===== src/rtl/rr_arbiter_if.sv =====
// Request/grant bundle between N requesters and the round-robin arbiter.
interface rr_arbiter_if #(
   parameter int unsigned N = 4
) ();
   localparam int unsigned IDX_W = $clog2(N);

   logic             stall;
   logic [N-1:0]     req;
   logic             lock;
   logic [N-1:0]     grant;
   logic             grant_valid;
   logic [IDX_W-1:0] grant_idx;

   modport master (
      output stall,
      output req,
      output lock,
      input  grant,
      input  grant_valid,
      input  grant_idx
   );

   modport slave (
      input  stall,
      input  req,
      input  lock,
      output grant,
      output grant_valid,
      output grant_idx
   );
endinterface


===== src/rtl/rr_arbiter.sv =====
// N-way round-robin arbiter with stall freeze and zero-latency grant.
// Define ARB_LOCK_EN to build the lock handshake (owner register + LOCKED state).
module rr_arbiter #(
   parameter int unsigned N = 4
) (
   input logic         clk,
   input logic         reset,
   rr_arbiter_if.slave arb
);
   localparam int unsigned IDX_W    = $clog2(N);
   localparam int unsigned LAST_IDX = N - 1;

   logic [IDX_W-1:0] ptr_q, ptr_d;
   logic             scan_hit;
   logic [IDX_W-1:0] scan_idx;
   logic             hold;
   logic [IDX_W-1:0] hold_idx;
   logic             sel_valid;
   logic [IDX_W-1:0] sel_idx;
   logic [N-1:0]     grant_vec;

   // Circular priority scan starting at ptr; wrap handled arithmetically for any N.
   always_comb begin
      int unsigned cand;
      scan_hit = 1'b0;
      scan_idx = '0;
      cand     = 0;
      for (int unsigned k = 0; k < N; k++) begin
         cand = int'(ptr_q) + k;
         if (cand >= N) begin
            cand = cand - N;
         end
         if (!scan_hit && arb.req[IDX_W'(cand)]) begin
            scan_hit = 1'b1;
            scan_idx = IDX_W'(cand);
         end
      end
   end

`ifdef ARB_LOCK_EN
   localparam logic [0:0] ST_UNLOCKED = 1'b0;
   localparam logic [0:0] ST_LOCKED   = 1'b1;

   logic [0:0]       state_q, state_d;
   logic [IDX_W-1:0] owner_q, owner_d;

   assign hold     = (state_q == ST_LOCKED) && arb.req[owner_q];
   assign hold_idx = owner_q;

   always_ff @(posedge clk) begin
      if (reset) begin
         state_q <= ST_UNLOCKED;
         owner_q <= '0;
      end else begin
         state_q <= state_d;
         owner_q <= owner_d;
      end
   end

   // Lock FSM; any stall freezes it.
   always_comb begin
      state_d = state_q;
      owner_d = owner_q;
      if (!arb.stall) begin
         case (state_q)
            ST_UNLOCKED: begin
               if (sel_valid && arb.lock) begin
                  state_d = ST_LOCKED;
                  owner_d = sel_idx;
               end
            end
            ST_LOCKED: begin
               if (!(arb.req[owner_q] && arb.lock)) begin
                  state_d = ST_UNLOCKED;
               end
            end
            default: state_d = ST_UNLOCKED;
         endcase
      end
   end
`else
   logic unused_lock;

   assign unused_lock = arb.lock;
   assign hold        = 1'b0;
   assign hold_idx    = '0;
`endif

   // Final selection; reset masks every output.
   always_comb begin
      sel_valid = 1'b0;
      sel_idx   = '0;
      if (!reset) begin
         if (hold) begin
            sel_valid = 1'b1;
            sel_idx   = hold_idx;
         end else if (scan_hit) begin
            sel_valid = 1'b1;
            sel_idx   = scan_idx;
         end
      end
   end

   always_comb begin
      grant_vec = '0;
      if (sel_valid) begin
         grant_vec[sel_idx] = 1'b1;
      end
   end

   assign arb.grant       = grant_vec;
   assign arb.grant_valid = sel_valid;
   assign arb.grant_idx   = sel_idx;

   // Priority moves just past whoever was granted, including a held owner.
   always_comb begin
      ptr_d = ptr_q;
      if (!arb.stall && sel_valid) begin
         if (sel_idx == IDX_W'(LAST_IDX)) begin
            ptr_d = '0;
         end else begin
            ptr_d = sel_idx + IDX_W'(1);
         end
      end
   end

   always_ff @(posedge clk) begin
      if (reset) begin
         ptr_q <= '0;
      end else begin
         ptr_q <= ptr_d;
      end
   end
endmodule

===== src/flat_wrapper.sv =====
// flat-port wrapper written by rule: the top's interface ports become plain ports
module rr_arbiter_flat 
#(
   parameter int unsigned N = 4
)
  (clk, reset, arb_stall, arb_req, arb_lock, arb_grant, arb_grant_valid, arb_grant_idx);
  rr_arbiter_if #(.N(N)) arb_i ();
  input logic clk;
  input logic reset;
  input wire logic [$bits(arb_i.stall)-1:0] arb_stall;
  input wire logic [$bits(arb_i.req)-1:0] arb_req;
  input wire logic [$bits(arb_i.lock)-1:0] arb_lock;
  output wire logic [$bits(arb_i.grant)-1:0] arb_grant;
  output wire logic [$bits(arb_i.grant_valid)-1:0] arb_grant_valid;
  output wire logic [$bits(arb_i.grant_idx)-1:0] arb_grant_idx;
  assign arb_i.stall = arb_stall;
  assign arb_i.req = arb_req;
  assign arb_i.lock = arb_lock;
  assign arb_grant = arb_i.grant;
  assign arb_grant_valid = arb_i.grant_valid;
  assign arb_grant_idx = arb_i.grant_idx;
  rr_arbiter #(.N(N)) u_core (.clk(clk), .reset(reset), .arb(arb_i));
endmodule

===== config.mk =====
export PLATFORM = sky130hd
export DESIGN_NAME = rr_arbiter_flat
export DESIGN_NICKNAME = d
export VERILOG_FILES = /design/src/rtl/rr_arbiter_if.sv /design/src/rtl/rr_arbiter.sv /design/src/flat_wrapper.sv
export SDC_FILE = /design/constraint.sdc
export NUM_CORES = 1
export LEC_CHECK = 0
export BUFFER_PORTS_ARGS = -buffer_cell sky130_fd_sc_hd__buf_2
export CAP_MARGIN = 25
export CELL_PAD_IN_SITES_DETAIL_PLACEMENT = 1
export CELL_PAD_IN_SITES_GLOBAL_PLACEMENT = 1
export CORE_AREA = 2 2 39 41
export DETAILED_ROUTE_END_ITERATION = 16
export DIE_AREA = 0 0 41 43
export PLACE_DENSITY_LB_ADDON = 0.1
export SYNTH_ARGS = -nofsm -noshare
export SYNTH_HDL_FRONTEND = slang
export SYNTH_SLANG_ARGS = --single-unit

===== constraint.sdc =====
create_clock -name clk -period 1.3 [get_ports clk]
set_input_delay 0.195 -clock clk [delete_from_list [all_inputs] [get_ports clk]]
set_output_delay 0.195 -clock clk [all_outputs]
set_load 0.1 [all_outputs]

# --- Yosys cells after proc, flatten, opt, wreduce, memory -nomap -nowiden ---
# Cells that the tools add are included.
word_totals:
  word_cells: 57
  ram_bits: 0
  output_inout_bits: 7
  romBits: 0
  input_bits: 8
  latchBits: 0
  memories: 0
  regBits: 2
op_classes:
  shift: 0
  reduce_logical: 9
  n_bitwise: 0
  n_eq_ne: 1
  n_div: 0
  n_addsub: 8
  mux: 28
  multipliers: 0
  n_lt_le_gt_ge: 10
op_table:
  columns: ["cell", "n"]
  rows:
  - ["2-to-1 mux 2 bit", 11]
  - ["less-than comparator 2 x 3 -> 1 bit (second input constant)", 5]
  - ["2-to-1 mux 1 bit", 11]
  - ["greater-or-equal comparator 3 bit (second input constant)", 3]
  - ["binary-select mux 1 bit (select 2 bit)", 4]
  - ["subtractor 2 x 1 -> 2 bit (second input constant)", 4]
  - ["adder 2 x 2 -> 3 bit (second input constant)", 2]
  - ["logical AND 1 bit", 5]
  - ["zero test 1 bit", 4]
  - ["2-to-1 mux 4 bit", 1]
  - ["adder 2 x 1 -> 3 bit (second input constant)", 1]
  - ["greater-or-equal comparator 2 x 3 -> 1 bit (second input constant)", 1]
  - ["adder 2 x 1 -> 2 bit (second input constant)", 1]
  - ["demux 1 bit (select 2 bit)", 1]
  - ["== test 2 bit (second input constant)", 1]
  - ["greater-or-equal comparator 2 x 1 -> 1 bit (second input constant)", 1]

# --- Longest topological paths before layout ---
depth:
  word_depth: 21
  depth_mapped: 7
  ltp_nobuf: 7

# --- Least setup slack after synthesis ---
# Ideal clock, no wire load.
synth_timing:
  path_type: "input to output"
  start: "input port arb_req[2]"
  end: "output port arb_grant[3]"
  n_path_buf: 0
  path_slack_ns: -2.565
  stages: 5
  arrival_ns: 3.670
  t_required_ns: 1.105
  path_cell_list: "nor4_2 -> nor2_1 -> and3_1 -> ha_1 -> and2_1"
synth_between:
  word_cells_on_any_way: 32
  classes_between: "2 x order compare; 23 x mux; 7 x reduce/logical"
synth_lines:
  columns: ["item", "line", "text"]
  rows:
  - ["from (decl)", "flat_wrapper.sv:11", "input wire logic [$bits(arb_i.req)-1:0] arb_req;"]
  - ["binary-select mux 1 bit (select 2 bit)", "rr_arbiter.sv:33", "if (!scan_hit && arb.req[IDX_W'(cand)]) begin"]
  - ["2-to-1 mux 1 bit (implied by the code)", "rr_arbiter.sv:33", null]
  - ["2-to-1 mux 1 bit", "rr_arbiter.sv:33", null]
  - ["zero test 1 bit", "rr_arbiter.sv:33", null]
  - ["logical AND 1 bit", "rr_arbiter.sv:33", null]
  - ["2-to-1 mux 1 bit", "rr_arbiter.sv:33", null]
  - ["zero test 1 bit", "rr_arbiter.sv:33", null]
  - ["logical AND 1 bit", "rr_arbiter.sv:33", null]
  - ["2-to-1 mux 1 bit", "rr_arbiter.sv:33", null]
  - ["zero test 1 bit", "rr_arbiter.sv:33", null]
  - ["logical AND 1 bit", "rr_arbiter.sv:33", null]
  - ["2-to-1 mux 1 bit (*)", "rr_arbiter.sv:33", null]
  - ["2-to-1 mux 1 bit (*)", "rr_arbiter.sv:97", "end else if (scan_hit) begin"]
  - ["2-to-1 mux 1 bit (*)", "rr_arbiter.sv:93", "if (!reset) begin"]
  - ["named net arb_grant_valid", "flat_wrapper.sv:14", "output wire logic [$bits(arb_i.grant_valid)-1:0] arb_grant_valid;"]
  - ["2-to-1 mux 4 bit (*)", "rr_arbiter.sv:106", "if (sel_valid) begin"]
  - ["to (decl)", "flat_wrapper.sv:13", "output wire logic [$bits(arb_i.grant)-1:0] arb_grant;"]
# Mark *: on every way through the listed nets, which the timed path passes. The rest lies on a longest branch. The select of a mux whose other input is x is not followed.

# --- Final worst setup path ---
layout_timing:
  start: "register u_core.ptr_q[0]"
  end: "output port arb_grant[2]"
layout_between:
  elab_chain_cells: 21
  word_cells_on_any_way: 47
  classes_between: "7 x add/sub; 6 x order compare; 27 x mux; 7 x reduce/logical"
layout_lines:
  columns: ["item", "line", "text"]
  rows:
  - ["from (decl)", "rr_arbiter.sv:13", "logic [IDX_W-1:0] ptr_q, ptr_d;"]
  - ["from (signal assigned)", "rr_arbiter.sv:131", "ptr_q <= ptr_d;"]
  - ["parallel branches: the longest is 20 deep, another holds adder 2 x 1 -> 3 bit", null, null]
  - ["2-to-1 mux 4 bit (*)", "rr_arbiter.sv:106", null]
# Every way passes the cells marked *. The select of a mux whose other input is x is not followed.

==> impl_table.tex <==
\begin{tabular}{lr}
\hline
Metric & Value \\
\hline
\multicolumn{2}{l}{\textbf{Clocking}} \\
Clock Sink Count & 2 \\
\# hold bufs at CTS & 0 \\
Deepest level of the CTS H-tree & 1 \\
Clock Tree Root & clkbuf\_4 \\
Clock insertion delay at the later pin of the skew report & 0.23 ns \\
Maximum clock insertion buffer count & 2 \\
CTS clk-pin slew, worst paths & around 0.030 ns \\
Clock tree from TritonCTS & built \\
Clock buffer count from CTS & 3 \\
\multicolumn{2}{l}{\textbf{Critical path}} \\
Register-to-register setup slack & -0.19 ns \\
Longest individual stage delay on the worst path & 0.37 ns \\
Crit Reg-Reg Startpoint & u\_core.ptr\_q[0] \\
Nature of the critical path endpoint & primary output \\
Worst EP arrival & about 1.7 ns \\
Worst Reg2Reg Path Length in Cells & 7 \\
Required time of the worst setup path & between 1 and 1.5 ns \\
Path type of the worst setup path & flip-flop to primary output \\
Crit start category & flip-flop \\
Largest delay contributor family on the critical path & simple AND/OR/NAND/NOR gates \\
Number of buffer and inverter stages on the critical path & 1 \\
Crit-path slowest cell & dfxtp\_4 \\
Sequence of cells on the critical path & nor3b\_4 > a211oi\_2 > o21ai\_1 > and3b\_4 > ha\_4 > and2\_4 > buf\_12 \\
Worst setup path startpoint & u\_core.ptr\_q[0] \\
Biggest fanout along the worst timing path & 6 \\
Capture instance of the worst register-to-register path & u\_core.ptr\_q[1] \\
\multicolumn{2}{l}{\textbf{Power}} \\
Static leakage & 0.000285 uW \\
Pwr Density & between 800 and 900 nW/um\^{}2 \\
Total Power Consumption & $\sim$620 uW \\
Peak ir drop on the vdd network & 0.339 mV \\
\multicolumn{2}{l}{\textbf{Final layout}} \\
Area overhead of the layout relative to synthesis & 151\% \\
Antenna Diode Count & 0 \\
Flip-flop count of the largest register after layout & 2 \\
Largest registers & u\_core.ptr\_q: 2 flops \\
Net count of the finished layout & 79 \\
Post-route non-filler standard cell count & a little over 80 \\
Ratio of cells with drive above 1 in the final layout & 72.3\% \\
Final Util & 50.5\% \\
Area of the multi-input gates & 332 sq um \\
Register name with the most flops & u\_core.ptr\_q \\
Sequential cell area & 47.5 sq um \\
Layout fillers & 160 \\
\multicolumn{2}{l}{\textbf{Flow run}} \\
Max capacitance violation total & 0 \\
\multicolumn{2}{l}{\textbf{Yosys}} \\
Synthesis warning total & 0 \\
Cell types with the highest counts after synthesis & nor2\_1, and2\_1, ha\_1 \\
Register area share after synthesis & 14.3\% \\
Syn\_nets & 50 \\
Yosys top cell by area & ha\_1 \\
Most instantiated flip-flop cell in the synthesis netlist & dfxtp\_1 \\
Number of distinct library cell variants in the gate-level netlist after synthesis & 21 \\
Post-synthesis cell area & 279 sq um \\
Per-instance average area after synthesis & 7.34 sq um \\
Flip-flop and latch count after synthesis & 2 \\
Share of Yosys cell area claimed by the top area cell type & 17.9\% \\
Top cells by area in the synthesized netlist & ha\_1, dfxtp\_1, and2\_1, nor2\_1, nor4\_2 \\
Number of synthesized flops with an enable pin & 0 \\
Cell with the most instances after synthesis & nor2\_1 \\
Gate Count Post-Synth & 38 \\
Share of synthesized flip-flops with an asynchronous set or reset & 0\% \\
\multicolumn{2}{l}{\textbf{Drt}} \\
Violation count after the first detailed-routing iteration & 3 \\
Count of vias placed by the detailed router & 384 \\
Wirelength, routed & 1040 um \\
WL met2 & 583 um \\
Detailed-routing iteration count for the pre-antenna-repair pass & 2 \\
Mean number of vias per cell & 4.74 \\
Met1 Routed Length & 423 um \\
Count of antenna-violating nets left after detailed routing & 0 \\
Met3 wirelength from detailed routing & 34 um \\
Remaining DRCs & 0 \\
Routed wire length per instance & 12.9 um \\
Uppermost signal routing layer after detailed routing & met3 \\
\multicolumn{2}{l}{\textbf{Floorplanning}} \\
Core ar. & 1380 sq um \\
Effective utilization at floorplan & 20.2\% \\
Die Width & 41 um \\
Area enclosed by the die boundary & around 1800 sq um \\
Boundary pin count & 15 \\
Die Y-Extent & 43 um \\
Placement Rows & 14 \\
\multicolumn{2}{l}{\textbf{Timing}} \\
Post-Route Skew & 0.00497 ns \\
Unrepaired setup endpoints after global routing & true \\
Hold Slack & 0.265 ns \\
Final Hold Violating Endpoints & 0 \\
Final number of setup-violating endpoints & 7 \\
Smallest setup slack after layout & -0.565 ns \\
Time the final worst path needs with I/O delays and setup & roughly 1.9 ns \\
Period Utilization, post-route & 143\% \\
Fmax & 536 MHz \\
Relative slew slack & 80.1\% \\
Slew of the pin with the lowest slew margin & slightly below 0.3 ns \\
Pins over their slew limit & 0 \\
\multicolumn{2}{l}{\textbf{Hold path}} \\
Worst Hold Endpoint & u\_core.ptr\_q[1] \\
Path class of the lowest-slack min-delay path & input pin to flip-flop \\
Count of cells along the worst hold path & 4 \\
Hold\_sp & arb\_stall \\
\multicolumn{2}{l}{\textbf{Global routing}} \\
Global-route wire length before repair & 1660 um \\
Vias in the first global route & 401 \\
Maximum number of pins on one net before global-route repair & 7 \\
Total Routing Usage GR & between 10 and 15\% \\
Final global-route overflow total & 0 \\
Antenna violations before repair & 0 \\
\multicolumn{2}{l}{\textbf{Outcome}} \\
Outcome & complete, but fails checks \\
Violated checks & setup timing \\
\multicolumn{2}{l}{\textbf{Placed design}} \\
Global placement routability congestion & 0.731 \\
Estimated wirelength of the detail-placed design & about 880 um \\
Placed cell count & 76 \\
IO Port Bufs & 13 \\
\hline
\end{tabular}
## per-layer routing
metal | vias to the layer above | GRT usage (%)
li1 | 191 | -
met1 | 185 | 14.6
met2 | 8 | 24.4
met3 | 0 | 3.14
met4 | 0 | 8.00
met5 | - | 0
## report_power, final
| group | total (uW) | internal (uW) | leakage, uW | switching (uW) |
|---|---|---|---|---|
| Sequential | 82.3 | 68.5 | 0.0000178 | 13.8 |
| Combinational | 400 | 171 | 0.000253 | 229 |
| Clock | 140 | 102 | 0.0000138 | 38.2 |
| Total | 622 | 342 | 0.000285 | 281 |
## placed cells by master, fill, tap and decap left out, drive strengths merged, types with 2 or more instances in the layout
master / count
buf: 24
nor2: 6
ha: 4
dfxtp: 2
o21ai: 2
inv: 3
o22ai: 2
clkbuf: 3
and2: 4
nand2: 2
## per-stage QoR
step	setup WS (ns)	setup TNS (ns)	instance area [sq um]
detailed placement	-0.444	-2.37	588
floorplan	-0.691	-2.81	345
global placement	-0.355	-2.01	588
CTS	-0.629	-3.44	692
global route	-0.636	-3.64	699
finish	-0.565	-3.11	699
## cell families (layout without fill, tap and decap cells)
group           Yosys count  in the layout  synth area share, %
fa+ha+maj                 4              4                 17.9
compound gates            9              9                 21.1
simple gates             20             20                 42.6
buf+inv                   3             30                 4.04
flops                     2              2                 14.4
## worst min-delay path, delay by kind of cell
family          cells  cell delay [ns]
simple gates        2             0.11
buf+inv             1             0.09
compound gates      1             0.06
## area by class of cell
class / count / share of cell area [%]
Multi-Input combinational cell: 33 / 47.4
Timing Repair Buffer: 24 / 38.1
Sequential cell: 2 / 6.80
Clock buffer: 3 / 3.22
Tap cell: 16 / 2.86
Inverter: 3 / 1.61
## what timing repair did
action	CTS	global route
buffers inserted	1	1
resized for setup	19	0
endpoints found under the setup margin	8	8
pin swaps	9	7
## how the worst max path moves through the flow
stage	endpoint	depth (start not counted)	slack [ns]
after floorplan	arb_grant[1]	5	-0.69
after global placement	arb_grant[0]	7	-0.35
after detailed placement	arb_grant[0]	7	-0.44
after CTS	arb_grant[0]	7	-0.63
after global routing	arb_grant[2]	7	-0.64
final	arb_grant[2]	7	-0.56
Power figures use the tool's default switching activity.
